## src/rtl/ps2_scancode_decoder.sv

```systemverilog
// PS/2 Set-2 scancode decoder: folds E0/F0/E1 prefixes into event flags,
// tracks modifier and Caps-Lock state, and reports status bytes as strobes.
module ps2_scancode_decoder #(
  parameter bit CAPS_INIT = 1'b0
) (
  input  logic        clk,
  input  logic        rstn,
  input  logic        s_valid,
  output logic        s_ready,
  input  logic [7:0]  s_data,
  output logic        m_valid,
  input  logic        m_ready,
  output logic [10:0] m_data,
  output logic [3:0]  mods,
  output logic        ackStb,
  output logic        batStb,
  output logic        errStb
);

  typedef enum logic [2:0] {
    IDLE,
    PRE_E0,
    PRE_F0,
    PRE_E0F0,
    PAUSE
  } state_t;

  state_t     state;
  logic [2:0] pcnt;
  logic       lShift, rShift, lCtrl, rCtrl, lAlt, rAlt;
  logic       caps, capsHeld;
  logic       accept;
  logic       isExt, isBrk, isStatus;

  assign s_ready = ~m_valid;
  assign accept  = s_valid & ~m_valid;
  assign mods    = {caps, lAlt | rAlt, lCtrl | rCtrl, lShift | rShift};

  always_comb begin
    isExt    = (state == PRE_E0) || (state == PRE_E0F0);
    isBrk    = (state == PRE_F0) || (state == PRE_E0F0);
    isStatus = (s_data == 8'hFA) || (s_data == 8'hAA) || (s_data == 8'h00) ||
               (s_data == 8'hFC) || (s_data == 8'hFF);
  end

  always_ff @(posedge clk or negedge rstn) begin
    if (!rstn) begin
      state    <= IDLE;
      pcnt     <= '0;
      m_valid  <= 1'b0;
      m_data   <= '0;
      ackStb   <= 1'b0;
      batStb   <= 1'b0;
      errStb   <= 1'b0;
      lShift   <= 1'b0;
      rShift   <= 1'b0;
      lCtrl    <= 1'b0;
      rCtrl    <= 1'b0;
      lAlt     <= 1'b0;
      rAlt     <= 1'b0;
      capsHeld <= 1'b0;
      caps     <= CAPS_INIT;
    end else begin
      ackStb <= 1'b0;
      batStb <= 1'b0;
      errStb <= 1'b0;
      if (m_valid && m_ready)
        m_valid <= 1'b0;

      if (accept) begin
        if (state == PAUSE) begin
          if (pcnt == 3'd6) begin
            m_valid <= 1'b1;
            m_data  <= {3'b100, 8'hE1};
            pcnt    <= '0;
            state   <= IDLE;
          end else begin
            pcnt <= pcnt + 3'd1;
          end
        end else if (isStatus) begin
          ackStb <= (s_data == 8'hFA);
          batStb <= (s_data == 8'hAA);
          errStb <= (s_data != 8'hFA) && (s_data != 8'hAA);
          state  <= IDLE;
        end else if (s_data == 8'hE1) begin
          pcnt  <= '0;
          state <= PAUSE;
        end else if (s_data == 8'hF0) begin
          if (state == IDLE)
            state <= PRE_F0;
          else if (state == PRE_E0)
            state <= PRE_E0F0;
        end else if ((s_data == 8'hE0) && (state != PRE_F0)) begin
          if (state == IDLE)
            state <= PRE_E0;
        end else begin
          // Key event; an E0 after a lone F0 has no prefix meaning and lands here
          m_valid <= 1'b1;
          m_data  <= {1'b0, isBrk, isExt, s_data};
          state   <= IDLE;
          if (!isExt && (s_data == 8'h12)) lShift <= ~isBrk;
          if (!isExt && (s_data == 8'h59)) rShift <= ~isBrk;
          if (!isExt && (s_data == 8'h14)) lCtrl  <= ~isBrk;
          if ( isExt && (s_data == 8'h14)) rCtrl  <= ~isBrk;
          if (!isExt && (s_data == 8'h11)) lAlt   <= ~isBrk;
          if ( isExt && (s_data == 8'h11)) rAlt   <= ~isBrk;
          if (!isExt && (s_data == 8'h58)) begin
            capsHeld <= ~isBrk;
            if (!isBrk && !capsHeld)
              caps <= ~caps;
          end
        end
      end
    end
  end

endmodule
```

## config.mk

```make
export PLATFORM = sky130hd
export DESIGN_NAME = ps2_scancode_decoder
export DESIGN_NICKNAME = d
export VERILOG_FILES = /design/src/rtl/ps2_scancode_decoder.sv
export SDC_FILE = /design/constraint.sdc
export NUM_CORES = 1
export LEC_CHECK = 0
export CORE_ASPECT_RATIO = 1.2
export CORE_MARGIN = 1
export CORE_UTILIZATION = 51
export DETAILED_ROUTE_END_ITERATION = 6
export PLACE_DENSITY = 0.79
export SYNTH_ARGS = -nofsm -noshare
export SYNTH_HDL_FRONTEND = slang
export SYNTH_SLANG_ARGS = --single-unit
```

## constraint.sdc

```tcl
create_clock -name clk -period 2.82 [get_ports clk]
set_input_delay 0.282 -clock clk [delete_from_list [all_inputs] [get_ports clk]]
set_output_delay 0.282 -clock clk [all_outputs]
set_load 0.01 [all_outputs]
```

==> results of run 1 <==
[per-layer routing]
| layer | wire, um | global-route usage | part of all wire |
|---|---|---|---|
| met1 | 1460 | 0.289 | 0.39 |
| met2 | 2030 | 0.440 | 0.55 |
| met3 | 161 | 0.0725 | 0.044 |
| met4 | 33 | 0.0855 | 0.0090 |
| met5 | 0 | 0 | 0 |
[Yosys cell counts (3+ instances only)]
cell | count | area, sq um
o21ai_0 | 3 | 15.0
inv_1 | 7 | 26.3
buf_6 | 3 | 33.8
nor3_1 | 10 | 50.1
nor2_1 | 5 | 18.8
nand3_1 | 5 | 25.0
or2_2 | 4 | 25.0
nand2_1 | 15 | 56.3
a21oi_1 | 4 | 20.0
dfrtp_1 | 29 | 726
mux2i_1 | 7 | 70.1
nor4_1 | 4 | 25.0
o41ai_1 | 3 | 26.3
nand2b_1 | 11 | 68.8
mux2_2 | 7 | 78.8
[worst paths after layout]
path                          start   endpoint  slack [ns]  cells after the start
max                        state[2]     lShift        0.43                      5
min                            rstn    m_valid        0.33                      2
max reg2reg                state[2]     lShift        0.43                      5
min reg2reg                    caps       caps        0.48                      1
max in group asynchronous      rstn  m_data[0]        2.21                      2
min in group clk               caps       caps        0.48                      1
[report_power, final]
part / switching, uW / internal, uW / leakage (uW)
Clock: 143 / 144 / 0.0000413
Combinational: 127 / 153 / 0.000438
Sequential: 32.3 / 462 / 0.000373
[cell type report]
class / instances / area share
multi-input combinational: 112 / 0.389
inverter: 7 / 0.0131
clock inverter: 1 / 0.00250
timing repair buffer: 37 / 0.178
tap: 34 / 0.0213
clock buffer: 7 / 0.0326
sequential: 29 / 0.363
[cells by family (layout without fill, tap and decap cells)]
kind of cell,Yosys count,after routing
DFF,29,29
buffers and inverters,14,52
muxes,16,16
xor gates and xnor gates,1,1
and+or+nand+nor,70,70
AOI/OAI and AO/OA,25,25
[per-stage QoR]
| step | cell area (sq um) | utilization |
|---|---|---|
| after floorplan | 1590 | - |
| after global placement | 1930 | 0.673 |
| after detailed placement | 1930 | 0.673 |
| after CTS | 2000 | 0.698 |
| after global routing | 2000 | 0.698 |
| final | 2000 | 0.698 |
==> flow_metrics.tcl, run 1 <==
set metrics [dict create \
    viasPerCell 5.92 \
    hold_viol 0 \
    dp_cells 219 \
    first_iter_violations 42 \
    crit_slowest_cell "dfrtp_1" \
    fp.dieW_um 52.9 \
    status "completed" \
    end_kind "register" \
    top_regs "m_data: 11 flops, pcnt: 3 flops, state: 3 flops" \
    finalPower_uw 1060 \
    grt_overflow 0 \
    ir_drop_mv 0.445 \
    worstSetupStartpointType "register" \
    clock_latency_ns 0.32 \
    largest_register_ffs 11 \
    period_share 0.847 \
    syn-cell-area_sq_um 1590 \
    drive_gt1_frac 0.166 \
    hold_ws_ns 0.326 \
    clk_pin_slew_ns 0.09 \
    antenna_found_initial 0 \
    seq_area_sq_um 726 \
    finalSetupViolCount 0 \
    finalClockSkew_ns 0.00214 \
    clockBufferDepth 2 \
    dominantRegCellSynth "dfrtp_1" \
    holdCritPathClass "primary input to asynchronous set/reset pin" \
    syn2layout_area_growth_pct 26.0 \
    start_util 0.554 \
    finalNonFillerCells 227 \
    grt_pass1_vias 1316 \
    postSynthAreaPerCell_sq_um 10.2 \
    routed_wirelength_um 3680 \
    max-cap-violations 0 \
    post_cts_buffers 0 \
    port_buffers 31 \
    htree_levels 2 \
    nNetsFinal 204 \
    cp_top_family "simple AND/OR/NAND/NOR gates" \
    path_max_fanout 10 \
    dr_total_vias 1343 \
    p_leak_uw 0.000852 \
    n_fill_cell 242 \
    ys_types 47 \
    seq_area_frac_synth 0.458 \
    worst_pin_slew_ns 0.613 \
    drt-pass1-iter-count 4 \
    clock-sinks 29 \
    post-place-ws_ns 0.215 \
    ys_ff_latch 29 \
    max_clock_freq_mhz 419 \
    crit_chain "nor4b_1 > o22ai_1 > a211o_1 > nor4_1 > mux2_2" \
    setup_ws_ns 0.431 \
    grt_usage 0.254 \
    relSlewSlack 0.587 \
    chipHeight_um 63.1 \
    postSynthCellCount 155 \
    cts_resized 0 \
    most-common-layout-cells "31 x clkdlybuf4s50_1, 29 x dfrtp_1, 15 x nand2_1" \
    synth-async-reset-ratio 1.00 \
    slowest_delay_ns 0.47 \
    core_area_sq_um 2860 \
    synth_nets 167 \
    critical_path_class "register to register" \
    yosysWarnings 0 \
    cts_tree "yes" \
    synth_top_family_by_area "simple AND/OR/NAND/NOR gates" \
    setup-tns-final_ns 0 \
    post-route-min-period_ns 2.39 \
    io_pins 32 \
    maxSlewViolCount 0 \
    cts_buffers 5 \
    drc 0 \
    grt_start_max_net_pins 30 \
    synth_compound_area_frac 0.121 \
    cp.arrival_ns 2.60 \
    antenna_cells 0 \
    cts_root_buf "clkbuf_4" \
    wire_per_inst_um 16.2 \
    top_register "m_data" \
    synth-edff-count 0 \
    rsz0062_at_grt "false" \
    cp.required_ns 3.03 \
    hpwl_um 2720 \
    cts_hold_buf 0 \
    drtAntennaViolNets 0 \
    layout_commonest_cell "clkdlybuf4s50_1" \
    powerDensity_nw_per_um2 531 \
    multi_input_area_sq_um 778 \
    rows 21 \
    synth_xor_area_frac 0.00552 \
    die_area_sq_um 3340 \
    synth-simple-area-share 0.252 \
    yosys.area_share.adder 0 \
    grt_pass1_wl_um 6070 \
    synthMuxAreaShare 0.113 \
    critPathBufInv 0 \
    gp_congestion 1.01 \
]
Power figures use the tool's default switching activity.
==> inputs of run 2 (changes only) <==
Clock period 2.82 ns to 2.2 ns, I/O delays scaled along.
==> flow_metrics.tcl, run 2 (synthesis results as in run 1) <==
set metrics [dict create \
    status "completed" \
    clock-sinks 29 \
    cp.arrival_ns 2.36 \
    worst_pin_slew_ns 0.485 \
    ir_drop_mv 0.593 \
    p_comb_frac 0.304 \
    gp_congestion 0.950 \
    dr_total_vias 1471 \
    power_frac_clock 0.239 \
    cp_common_cell "buf_4" \
    cts_tree "yes" \
    final_util 0.786 \
    cts_hold_buf 0 \
    antenna_found_initial 0 \
    rsz0062_at_grt "true" \
    grt_pass1_wl_um 6720 \
    setup_ws_ns 0.0549 \
    port_buffers 31 \
    internal_power_uw 978 \
    seq_area_sq_um 726 \
    drc 0 \
    chipHeight_um 63.1 \
    die_area_sq_um 3340 \
    drtAntennaViolNets 0 \
    post-place-ws_ns -0.274 \
    syn2layout_area_growth_pct 42.1 \
    first_iter_violations 61 \
    switching_share 0.292 \
    clk_pin_slew_ns 0.10 \
    holdCritPathClass "primary input to asynchronous set/reset pin" \
    top_regs "m_data: 11 flops, pcnt: 3 flops, state: 3 flops" \
    post-route-min-period_ns 2.15 \
    max-cap-violations 0 \
    cp_top_family "compound AO/OA/AOI/OAI gates" \
    drive_gt1_frac 0.288 \
    cts_root_buf "clkbuf_4" \
    relSlewSlack 0.676 \
    seq_power_share 0.456 \
    start_util 0.554 \
    worstSetupStartpointType "register" \
    period_share 0.975 \
    routed_wirelength_um 4020 \
    clockBufferDepth 2 \
    critical_path_class "register to register" \
    end_kind "register" \
    fp.dieW_um 52.9 \
    p_leak_uw 0.00100 \
    slowest_delay_ns 0.42 \
    grt_start_max_net_pins 30 \
    most-common-layout-cells "35 x buf_4, 31 x clkdlybuf4s50_1, 29 x dfrtp_1" \
    grt_usage 0.272 \
    finalSetupViolCount 0 \
    grt_pass1_vias 1496 \
    nNetsFinal 234 \
    hold_viol 0 \
    wire_per_inst_um 15.7 \
    powerDensity_nw_per_um2 613 \
    p_sw_uw 403 \
    top_register "m_data" \
    path_max_fanout 10 \
    cts_buffers 5 \
    drt-pass1-iter-count 6 \
    rows 21 \
    crit_chain "buf_4 > or3b_4 > nand2_1 > a211o_1 > a31oi_4 > buf_4 > mux2_4" \
    antenna_cells 0 \
    viasPerCell 5.75 \
    crit_slowest_cell "dfrtp_1" \
    hpwl_um 2910 \
    io_pins 32 \
    core_area_sq_um 2860 \
    grt_overflow 0 \
    multi_input_area_sq_um 818 \
    critPathBufInv 2 \
    htree_levels 2 \
    maxSlewViolCount 0 \
    n_fill_cell 198 \
    layout_commonest_cell "buf_4" \
    largest_register_ffs 11 \
    finalClockSkew_ns 0.0138 \
    max_clock_freq_mhz 466 \
    clock_latency_ns 0.34 \
    cp.required_ns 2.42 \
]
run 2: path summary, 6_finish.rpt:
check	start	slack, ns	cells after the start	end
setup / recovery	state[2]	0.05	7	m_data[7]
hold / removal	rstn	0.26	2	errStb
setup reg to reg	state[2]	0.05	7	m_data[7]
hold reg to reg	caps	0.50	1	caps
max in group asynchronous	rstn	1.65	2	lShift
min in group clk	caps	0.50	1	caps
run 2: routing by layer:
layer | up-vias | wire length [um] | global-route usage
li1 | 696 | - | -
met5 | - | 0 | 0
met2 | 51 | 2150 | 0.478
met3 | 8 | 192 | 0.0604
met4 | 0 | 72 | 0.0921
met1 | 716 | 1610 | 0.315
run 2: power by group through the flow:
stage / clock network (uW) / registers (uW) / logic [uW]
6_report: 330 / 630 / 420
5_1_grt: 362 / 638 / 452
4_1_cts: 334 / 628 / 404
3_5_place_dp: 0 / 637 / 401
3_3_place_gp: 0 / 633 / 391
2_1_floorplan: 0 / 658 / 156
run 2: what timing repair did:
item / 4_1_cts / 5_1_grt
endpoints found under the setup margin: 7 / 10
buffers inserted: 0 / 3
resized for setup: 2 / 6
pin swaps: 0 / 2
run 2: metrics by stage:
stage                     setup TNS [ns]  cell area [sq um]  hold slack [ns]  power [uW]  cells
after floorplan                        0               1590          -0.0756         815    155
after global placement             -2.34               2130            0.457        1020    246
after detailed placement           -3.37               2130            0.486        1040    246
after CTS                              0               2190            0.269        1370    253
after global routing             -0.0432               2250            0.295        1450    256
final                                  0               2250            0.264        1380    256
run 2: worst register-to-register path, cell delays in order (launching register included):
cell and delay (ns):
dfrtp_1 0.42, buf_4 0.17, or3b_4 0.29, nand2_1 0.08, a211o_1 0.31, a31oi_4 0.30
buf_4 0.17, mux2_4 0.28
run 2: cell type report:
class / count / share of cell area
clock buffer: 7 / 0.0244
inverter: 7 / 0.0117
multi-input combinational: 112 / 0.363
sequential: 29 / 0.322
tap: 34 / 0.0189
timing repair buffer: 67 / 0.259
==> inputs of run 3 (changes only) <==
Settings changed: CELL_PAD_IN_SITES_DETAIL_PLACEMENT set to 1, CELL_PAD_IN_SITES_GLOBAL_PLACEMENT set to 1, CORE_UTILIZATION 51 to 39, HOLD_SLACK_MARGIN set to 0.12, PLACE_DENSITY 0.79 to unset, PLACE_DENSITY_LB_ADDON set to 0.1, SLEW_MARGIN set to 15.
==> flow_metrics.tcl, run 3 (synthesis results as in run 1) <==
set metrics [dict create \
    timing.rr.end "lAlt" \
    grt_overflow 0 \
    largest_register_ffs 11 \
    antenna_found_initial 0 \
    htree_levels 2 \
    die_area_sq_um 4320 \
    holdCritPathClass "primary input to asynchronous set/reset pin" \
    top_regs "m_data: 11 flops, pcnt: 3 flops, state: 3 flops" \
    core_area_sq_um 3910 \
    post-place-ws_ns -0.320 \
    gp_congestion 0.880 \
    r2r_start "state[0]" \
    powerDensity_nw_per_um2 680 \
    p_leak_uw 0.00101 \
    cp.required_ns 2.36 \
    cp.arrival_ns 2.28 \
    drive_gt1_frac 0.293 \
    layout_commonest_cell "buf_4" \
    max_clock_freq_mhz 473 \
    cts_tree "yes" \
    routed_wirelength_um 4630 \
    end_kind "register" \
    drc 0 \
    critical_path_class "register to register" \
    post-route-min-period_ns 2.11 \
    first_iter_violations 16 \
    port_buffers 31 \
    viasPerCell 5.20 \
    wire_per_inst_um 16.8 \
    cts_buffers 5 \
    nNetsFinal 234 \
    clk_pin_slew_ns 0.06 \
    drt-pass1-iter-count 4 \
    cts_root_buf "clkbuf_8" \
    setup_ws_ns 0.0852 \
    ir_drop_mv 0.448 \
    io_pins 32 \
    rows 25 \
    chipHeight_um 71.8 \
    finalSetupViolCount 0 \
    max-cap-violations 0 \
    worstSetupStartpointType "register" \
    grt_usage 0.242 \
    path_max_fanout 4 \
    period_share 0.961 \
    rsz0062_at_grt "false" \
    fp.dieW_um 60.2 \
    clock-sinks 29 \
    drtAntennaViolNets 0 \
    finalClockSkew_ns 0.00546 \
    clock_latency_ns 0.28 \
    r2r_slack_ns 0.09 \
    hpwl_um 3490 \
    relSlewSlack 0.716 \
    most-common-layout-cells "36 x buf_4, 31 x clkdlybuf4s50_1, 29 x dfrtp_1" \
    start_util 0.405 \
    maxSlewViolCount 0 \
    grt_pass1_wl_um 7590 \
    grt_start_max_net_pins 30 \
    setup-tns-final_ns 0 \
    dr_total_vias 1434 \
    cts_hold_buf 0 \
    worst_pin_slew_ns 0.426 \
    grt_pass1_vias 1621 \
    syn2layout_area_growth_pct 46.1 \
    antenna_cells 0 \
    hold_viol 0 \
    reg2reg_depth 6 \
    clockBufferDepth 2 \
    top_register "m_data" \
    hold_ws_ns 0.322 \
    status "completed" \
    post_cts_buffers 0 \
]
## run 3: worst max-delay path by stage
stage | from | endpoint | depth (start not counted) | slack (ns)
2_1_floorplan | state[0] | m_data[6] | 7 | 0.10
3_3_place_gp | s_data[4] | lAlt | 7 | -0.23
3_5_place_dp | s_data[4] | lCtrl | 7 | -0.32
4_1_cts | state[0] | lAlt | 6 | 0.01
5_1_grt | state[2] | lCtrl | 7 | 0.01
6_report | state[0] | lAlt | 6 | 0.09
## run 3: area by class of cell
cell class	instances	area (sq um)
Multi-Input combinational cell	112	812
Fill cell	459	1590
Inverter	7	26.3
Timing Repair Buffer	67	581
Clock inverter	2	35.0
Clock buffer	5	68.8
Tap cell	54	67.6
Sequential cell	29	726
## run 3: through the flow
stage	std cells	cell area [sq um]	util	total power (uW)
2_1_floorplan	155	1590	-	815
3_3_place_gp	269	2180	0.557	1030
3_5_place_dp	269	2180	0.557	1050
4_1_cts	276	2290	0.585	1590
5_1_grt	276	2320	0.592	1640
6_report	276	2320	0.592	1570
## run 3: report_power, final
group | total [uW] | switching (uW) | internal [uW]
clock network | 529 | 200 | 328
logic | 416 | 185 | 230
registers | 630 | 36.9 | 593
total | 1570 | 423 | 1150
## run 3: layer usage
layer / share of wire / GRT usage
met5: 0 / 0
met4: 0.023 / 0.103
met3: 0.024 / 0.0487
met2: 0.55 / 0.437
met1: 0.40 / 0.264
## run 3: worst max-delay path, stage by stage, from the launching register on
cell     delay [ns]
dfrtp_1        0.41
nor4b_4        0.32
o22ai_1        0.15
a211o_4        0.39
buf_4          0.16
nor3_2         0.21
mux2_2         0.35
## run 3: what timing repair did
item | in CTS | in global routing
gates resized for setup | 1 | 4
gates cloned | 0 | 0
pin swaps | 0 | 1
endpoints found under the setup margin | 5 | 4
endpoints found under the hold margin | 0 | 0
